**config.mk**
```make
export PLATFORM = sky130hd
export DESIGN_NAME = stereo_pixel_packer
export DESIGN_NICKNAME = d
export VERILOG_FILES = /design/src/rtl/stereo_pixel_packer.sv
export SDC_FILE = /design/constraint.sdc
export NUM_CORES = 1
export LEC_CHECK = 0
export BUFFER_PORTS_ARGS = -buffer_cell sky130_fd_sc_hd__buf_2
export CAP_MARGIN = 20
export CORE_ASPECT_RATIO = 0.75
export CORE_MARGIN = 2
export CORE_UTILIZATION = 45
export CTS_CLUSTER_DIAMETER = 150
export CTS_CLUSTER_SIZE = 16
export DETAILED_ROUTE_END_ITERATION = 12
export PLACE_DENSITY = 0.69
export SLEW_MARGIN = 5
export SYNTH_ARGS = -nofsm -noshare
export SYNTH_HDL_FRONTEND = slang
export SYNTH_SLANG_ARGS = --single-unit
```
**constraint.sdc**
```tcl
create_clock -name clk_in -period 3 [get_ports clk_in]
set_clock_uncertainty 0.05 [all_clocks]
set_input_delay 0 -clock clk_in [delete_from_list [all_inputs] [get_ports clk_in]]
set_output_delay 0 -clock clk_in [all_outputs]
set_load 0.01 [all_outputs]
```
**src/rtl/stereo_pixel_packer.sv**
```systemverilog
// ============================================================================
// stereo_pixel_packer: packs row-major 8-bit pixels into BRAM words + frame_done
// Optional protocol checker: PACKER_CHECK_EN.   Rev 1.0
// ============================================================================
`default_nettype none

module stereo_pixel_packer #(
  parameter int IMG_WIDTH    = 240,
  parameter int IMG_HEIGHT   = 320,
  parameter int PIX_PER_WORD = 6
) (
  input  logic                                                   clk_in,
  input  logic                                                   rst_in,
  input  logic                                                   frame_start_in,
  input  logic [7:0]                                             pixel_in,
  input  logic                                                   pixel_valid_in,
  output logic                                                   ready_out,
  output logic [$clog2(IMG_HEIGHT*IMG_WIDTH/PIX_PER_WORD)-1:0]   bram_addr_out,
  output logic [8*PIX_PER_WORD-1:0]                              bram_din_out,
  output logic                                                   bram_we_out,
  output logic                                                   frame_done_out,
  output logic                                                   error_out
);

  localparam int TOTAL_WORDS = IMG_HEIGHT * IMG_WIDTH / PIX_PER_WORD;
  localparam int ADDR_W      = $clog2(TOTAL_WORDS);
  localparam int WORD_W      = 8 * PIX_PER_WORD;
  localparam int PIX_W       = (PIX_PER_WORD > 1) ? $clog2(PIX_PER_WORD) : 1;
  localparam logic [ADDR_W-1:0] LAST_ADDR = ADDR_W'(TOTAL_WORDS - 1);
  localparam logic [PIX_W-1:0]  LAST_PIX  = PIX_W'(PIX_PER_WORD - 1);

  typedef enum logic [1:0] {
    IDLE = 2'd0,
    PACK = 2'd1,
    DONE = 2'd2
  } state_t;

  state_t              state, state_nxt;
  logic [PIX_W-1:0]    pix_idx;
  logic [ADDR_W-1:0]   addr_cnt;
  logic [WORD_W-1:0]   shreg;
  logic [WORD_W-1:0]   word_next;
  logic                restart;
  logic                start;
  logic                accept;
  logic                word_full;
  logic                frame_last;

  // A frame_start in PACK wins over a coincident pixel, which is dropped.
  always_comb begin
    restart    = (state == PACK) && frame_start_in;
    start      = ((state == IDLE) && frame_start_in) || restart;
    accept     = (state == PACK) && pixel_valid_in && !frame_start_in;
    word_full  = accept && (pix_idx == LAST_PIX);
    frame_last = word_full && (addr_cnt == LAST_ADDR);
    word_next  = (shreg << 8) | WORD_W'(pixel_in);
    state_nxt  = state;
    case (state)
      IDLE:    if (frame_start_in) state_nxt = PACK;
      PACK:    if (frame_last)     state_nxt = DONE;
      DONE:    state_nxt = IDLE;
      default: state_nxt = IDLE;
    endcase
  end

  assign ready_out = (state == PACK);

  always_ff @(posedge clk_in) begin
    if (rst_in) begin
      state          <= IDLE;
      pix_idx        <= '0;
      addr_cnt       <= '0;
      shreg          <= '0;
      bram_we_out    <= 1'b0;
      bram_addr_out  <= '0;
      bram_din_out   <= '0;
      frame_done_out <= 1'b0;
    end else begin
      state          <= state_nxt;
      bram_we_out    <= word_full;
      frame_done_out <= (state == DONE);
      if (start) begin
        pix_idx  <= '0;
        addr_cnt <= '0;
      end else if (accept) begin
        shreg <= word_next;
        if (word_full) begin
          pix_idx       <= '0;
          addr_cnt      <= addr_cnt + 1'b1;
          bram_addr_out <= addr_cnt;
          bram_din_out  <= word_next;
        end else begin
          pix_idx <= pix_idx + 1'b1;
        end
      end
    end
  end

`ifdef PACKER_CHECK_EN
  logic error_q;

  // Sticky: restart of a partially received frame, or a pixel offered in DONE.
  always_ff @(posedge clk_in) begin
    if (rst_in) begin
      error_q <= 1'b0;
    end else if ((restart && ((addr_cnt != '0) || (pix_idx != '0))) ||
                 ((state == DONE) && pixel_valid_in)) begin
      error_q <= 1'b1;
    end
  end

  assign error_out = error_q;
`else
  assign error_out = 1'b0;
`endif

endmodule

`default_nettype wire

```
==> key figures, run 1 <==
Finish
  • Number of fill cells in the layout: 884
  • Area grow syn2layout: 27.8%
  • Post-layout util: 58.8%
  • Share of cells above drive strength 1: 18.3%
  • Multi-input logic area: 0.00182 mm²
  • FF/Latch Area: 0.00246 mm²
  • Nets: 644
  • Layout Cells excl Fill: 773
  • # diodes: 0
  • Commonest non-fill, non-tap cell in the layout: nand2_1
  • Most frequent cells in the layout: nand2_1, dfxtp_1, a21oi_1, buf_2, clkbuf_16
  • Finished Cell Area: 0.00566 mm²

Clock network
  • CTS tree: built
  • Post-CTS setup buffers: 0
  • Clock Path Buffers: 2
  • H-tree depth: 4
  • Root buffer cell: clkbuf_16
  • CTS resizes: 0
  • Hold-fix buffers, CTS: 13
  • Clk_lat worst skew: 0.40 ns
  • CTS sink count: 123
  • Worst-path clk slew: 0.05 ns
  • Num CTS Buffers: 17

Die
  • IO Pins: 78
  • Die Wd: 118 µm
  • Die Y: 89.9 µm
  • Core area: 0.00962 mm²
  • Full die area: 0.0106 mm²
  • # rows: 31
  • Starting density of the core: 46.0%

Detailed routing
  • Met2 wire length: 4490 µm
  • Highest metal used: met4
  • Routed wire length: 10,100 µm
  • DR DRC count: 0
  • DRT met1 WL: 4880 µm
  • DR vias: 3,853
  • Vias/cell: 4.98
  • Wire per inst: 13.0 µm
  • Routed Antenna Nets: 0
  • WL met3: 623 µm
  • Drt first pass iters: 4
  • Initial DRC count: 275

Synth
  • Syn Inst Count: 553
  • Post-synth EDFFs: 0
  • Synth Register Bits: 123
  • XOR/XNOR share of the synthesized area: 1.58%
  • Top_reg_cell synth: dfxtp_1
  • Synth cell types: 29
  • Main combinational cell family by area after synthesis: simple AND/OR/NAND/NOR gates
  • Syn nets: 568
  • Sequential element share of the synthesized area: 55.7%
  • Synthesized area per cell: 8.00 µm²
  • Synth Area in Compound Gates: 13.8%
  • Synth Area in Simple Gates: 24.2%
  • Largest cells by area after synthesis: dfxtp_1, nand2_1, a21oi_1
  • Synth Area in Adders: 0.848%
  • Area share of the largest cell type after synthesis: 55.7%
  • Mux contribution to synthesized area: 0%
  • Post-Syn Area: 0.00442 mm²
  • Yosys top cell by area: dfxtp_1
  • Synth warnings: 0
  • Post-synth ARST share: 0%

Setup path
  • Slowest cell delay on critical path: 0.74 ns
  • Family with the most delay on the worst path: simple AND/OR/NAND/NOR gates
  • CP Capture Type: flop
  • Startpoint Class: flop
  • Ordered cell list for the critical path: nand4bb_4 > nor2_4 > buf_12 > nand2_1 > a21oi_1 > dlygate4sd3_1
  • Worst path bufs/invs: 2
  • Worst R2R Start: state[1]
  • CP max FO: 35
  • CP Launch Point: state[1]
  • Worst EP required: 3.29 ns
  • Slowest-stage cell, CP: nor2_4
  • CP Class: reg2reg
  • Data arrival time of the worst path: 2.99 ns

STA
  • Final min period: 2.70 ns
  • Final hold viol count: 0
  • Tightest Pin Transition: 0.793 ns
  • RSZ-0062 raised after global routing: no
  • Max Slew Vio Count: 0
  • F_max: 370 MHz
  • # setup viols final: 0
  • Rel. slew slack: 47.0%
  • Worst Hold Slack: 0.176 ns
  • Period utilization: 90.1%
  • Setup TNS after final layout: 0 ns

Power and ir drop
  • Peak VDD IR: 0.424 mV
  • LEAKAGE: 2.10 nW
  • PD cells: 674 mW/mm²

Global routing
  • Wire length of the first global-routing pass: 17,200 µm
  • Initial antenna violation count: 0
  • Total grt overflow: 0
  • Vias in the first global route: 3,603
  • Tot GR Track Use: 20.1%
  • Largest net degree at the start of global routing: 61

Placement
  • Placer Congestion: 0.818
  • IO buf count: 76
  • Placed Cells: 729
  • Placed cell area: 0.00490 mm²
  • Post-DP HPWL: 6490 µm

Min path
  • HP Class: in2reg
  • Hold Path Origin: pixel_valid_in

Flow run
  • Max_cap viols: 0

Status
  • Status: finished, final reports clean
## state kept, by name, summed over array words and instances (netlist names)
signal / flops
bram_din_out: 48
shreg: 40
state: 2
bram_we_out: 1
frame_done_out: 1
pix_idx: 3
bram_addr_out: 14
addr_cnt: 14
## through the flow
stage	worst slack, ns	power (mW)
3_5_place_dp	0.719	1.74
3_3_place_gp	0.763	1.74
4_1_cts	0.325	3.84
5_1_grt	0.0829	3.93
2_1_floorplan	0.928	1.72
6_report	0.298	3.81
## kinds of logic (layout without fill, tap and decap cells)
group / Yosys count / in the layout
buf+inv: 42 / 130
simple gates: 257 / 257
fa+ha+maj: 3 / 3
xor+xnor: 8 / 8
compound gates: 119 / 119
other cells: 1 / 1
flops: 123 / 123
## Yosys cell counts, types with 2 or more instances
library cell    n
dfxtp_1       123
ha_1            3
or4_1           5
o21ai_0         3
nand3_1         7
inv_1           4
xnor2_1         8
o31ai_1         4
nand2_1       213
nor4_1          5
or3_1           2
nor3_1          5
clkbuf_1       34
a21oi_1       110
nor2_1         12
buf_1           2
## power by group
group	switching (mW)	internal [mW]	leakage, nW	total [mW]
Sequential	0.00495	1.64	0.991	1.65
Clock	0.661	1.43	0.312	2.09
Combinational	0.0509	0.0260	0.794	0.0769
## cell type report
type,count,area share (%)
Timing Repair Buffer,95,10.1
Inverter,4,0.265
Clock inverter,7,1.95
Tap cell,132,2.92
Clock buffer,24,9.05
Sequential cell,123,43.5
Multi-Input combinational cell,388,32.2
## path summary, 6_finish.rpt
kind	to	slack (ns)	cells after the start
max reg2reg	bram_din_out[5]	0.30	6
min reg2reg	bram_din_out[45]	0.40	2
min	addr_cnt[1]	0.18	5
max	bram_din_out[5]	0.30	6
## routing by layer
metal / track usage [%] / vias to the layer above
met5: 0 / -
met4: 6.94 / 0
met3: 6.92 / 8
met2: 29.7 / 100
met1: 27.4 / 1774
li1: - / 1971
## worst min-delay path, delay by kind of cell
family | cells | cell delay, ns
simple gates | 3 | 0.30
compound gates | 1 | 0.14
buf+inv | 1 | 0.13
No activity file was read; power rests on OpenSTA's default activity.
==> inputs of run 2 (changes only) <==
Settings changed: CORE_UTILIZATION 45 to 55, PLACE_DENSITY 0.69 to 0.82.
==> run 2 against run 1 <==
Compared with the run above:
- sequential cell count is the same
- utilization grew 12 points
- sequential power is essentially flat
- combinational power shrank 2%
- die area shrank 18%
- first-iteration DRC count grew 17%
- routed wire length grew 3.5%
- critical endpoint is now bram_din_out[3]
==> key figures, run 2 (synthesis gave the netlist of run 1 again) <==
Power and ir drop
  • Clock power frac: 52.0% (-2.8 points)
  • PD cells: 646 mW/mm² (-4.1%)
  • Sequential power share: 45.9% (+2.7 points)
  • Net Sw Power: 0.762 mW (+6.3%)
  • Switch share: 21.3% (+2.5 points)
  • Peak VDD IR: 0.343 mV (-19%)
  • Pint: 2.82 mW (-8.9%)
  • Combinational Power Share: 2.1% (about the same)
  • LEAKAGE: 2.05 nW (-2.2%)

Die
  • Full die area: 0.00878 mm² (-18%)
  • IO Pins: 78 (unchanged)
  • # rows: 28 (-9.7%)
  • Die Wd: 108 µm (-9.2%)
  • Starting density of the core: 56.4% (+10 points)
  • Core area: 0.00785 mm² (-18%)
  • Die Y: 81.7 µm (-9.1%)

STA
  • # setup viols final: 0 (unchanged)
  • F_max: 416 MHz (+12%)
  • Final hold viol count: 0 (unchanged)
  • Rel. slew slack: 48.7% (+1.7 points)
  • Period utilization: 80.2% (-9.9 points)
  • Tightest Pin Transition: 0.767 ns (-0.0258 ns)
  • Setup TNS after final layout: 0 ns (unchanged)
  • Fin worst setup slack: 0.595 ns (+0.297 ns)
  • Max Slew Vio Count: 0 (unchanged)
  • RSZ-0062 raised after global routing: no
  • Final min period: 2.40 ns (-0.297 ns)

Clock network
  • CTS resizes: 0 (unchanged)
  • CTS tree: built
  • Clk_lat worst skew: 0.51 ns (+0.11 ns)
  • Post-CTS setup buffers: 0 (unchanged)
  • Hold-fix buffers, CTS: 13 (unchanged)
  • Worst-path clk slew: 0.06 ns (about the same)
  • Root buffer cell: clkbuf_8
  • Clock Path Buffers: 2 (unchanged)
  • CTS sink count: 123 (unchanged)
  • Num CTS Buffers: 17 (unchanged)
  • H-tree depth: 4 (unchanged)

Setup path
  • CP Class: reg2reg
  • CP max FO: 35 (unchanged)
  • Reg2Reg Depth: 6 (unchanged)
  • Worst R2R Start: pix_idx[0]
  • Reg2reg setup slack: 0.60 ns (+0.30 ns)
  • Worst EP required: 3.41 ns (+0.12 ns)
  • Startpoint Class: flop
  • Data arrival time of the worst path: 2.81 ns (-0.18 ns)
  • Worst r2r dst: bram_din_out[3]
  • CP Capture Type: flop

Placement
  • Placer Congestion: 0.781 (-4.6%)
  • Setup WS pre-CTS: 0.674 ns (-0.0440 ns)
  • Post-DP HPWL: 6470 µm (-0.29%)
  • IO buf count: 76 (unchanged)

Min path
  • WHS Path Cells: 5 (unchanged)
  • Hold EP: bram_din_out[18]
  • HP Class: in2reg
  • Hold Path Origin: pixel_valid_in

Detailed routing
  • Routed wire length: 10,400 µm (+3.5%)
  • DR vias: 3,965 (+2.9%)
  • Wire per inst: 14.0 µm (+7.2%)
  • Vias/cell: 5.32 (+6.6%)
  • Routed Antenna Nets: 0 (unchanged)
  • Drt first pass iters: 5 (+1)
  • Initial DRC count: 321 (+17%)
  • DR DRC count: 0 (unchanged)

Global routing
  • Initial antenna violation count: 0 (unchanged)
  • Wire length of the first global-routing pass: 16,800 µm (-2.4%)
  • Tot GR Track Use: 24.7% (+4.7 points)
  • Total grt overflow: 0 (unchanged)
  • Vias in the first global route: 3,591 (-0.33%)
  • Largest net degree at the start of global routing: 72 (+18%)

Finish
  • # diodes: 0 (unchanged)
  • Commonest non-fill, non-tap cell in the layout: nand2_1
  • Share of cells above drive strength 1: 18.4% (+0.16 points)
  • Most frequent cells in the layout: nand2_1, dfxtp_1, a21oi_1, buf_2, clkbuf_16
  • Most flops, register: bram_din_out
  • Area grow syn2layout: 25.2%
  • Largest register FFs: 48 (unchanged)
  • Nets: 644 (unchanged)
  • Top Registers: bram_din_out x48, shreg x40

Status
  • Status: finished, final reports clean

Flow run
  • Max_cap viols: 0 (unchanged)
## run 2: how the worst max path moves through the flow
stage                    start                to  slack [ns]  depth (start not counted)
finish              pix_idx[0]   bram_din_out[3]        0.60                          6
global route        pix_idx[0]   bram_din_out[3]        0.39                          6
CTS                 pix_idx[0]   bram_din_out[3]        0.61                          6
detailed placement  pix_idx[0]  bram_addr_out[5]        0.67                          6
global placement    pix_idx[0]       addr_cnt[0]        0.78                          6
floorplan           pix_idx[0]      addr_cnt[12]        0.93                          6
## run 2: critical path, stage by stage (launching register included)
cell,delay [ns]
dfxtp_1,0.37
ha_1,0.22
nand2_1,0.21
nor2_4,0.67
nand2_1,0.13
a21oi_1,0.14
dlygate4sd3_1,0.55
## run 2: power groups by stage
| stage | sequential, mW | clock [mW] | combinational (mW) |
|---|---|---|---|
| CTS | 1.64 | 1.88 | 0.0744 |
| detailed placement | 1.68 | 0 | 0.0635 |
| finish | 1.64 | 1.86 | 0.0755 |
| global route | 1.64 | 1.97 | 0.0823 |
| floorplan | 1.68 | 0 | 0.0442 |
| global placement | 1.68 | 0 | 0.0634 |
## run 2: area by class of cell
type | count | area, µm²
clock buffer | 20 | 455
fill | 613 | 2310
tap | 105 | 131
timing repair buffer | 95 | 558
sequential | 123 | 2460
clock inverter | 11 | 95.1
inverter | 4 | 15.0
multi-input combinational | 388 | 1820
## run 2: through the flow
step	hold WS [ns]	utilization, %	cells	cell area (µm²)	total power, mW
2_1_floorplan	0.0860	-	553	4420	1.72
3_3_place_gp	0.217	61.9	702	4860	1.74
3_5_place_dp	0.214	61.9	702	4860	1.74
4_1_cts	0.00373	70.6	746	5540	3.60
5_1_grt	0.0469	70.6	746	5540	3.70
6_report	0.0199	70.6	746	5540	3.58
## run 2: metal layers
metal | part of all wire [%] | track usage (%) | up-vias
met2 | 48 | 40.1 | 169
li1 | - | - | 1979
met3 | 8.1 | 8.97 | 11
met4 | 0.82 | 7.56 | 0
met5 | 0 | 0 | -
met1 | 43 | 31.3 | 1806
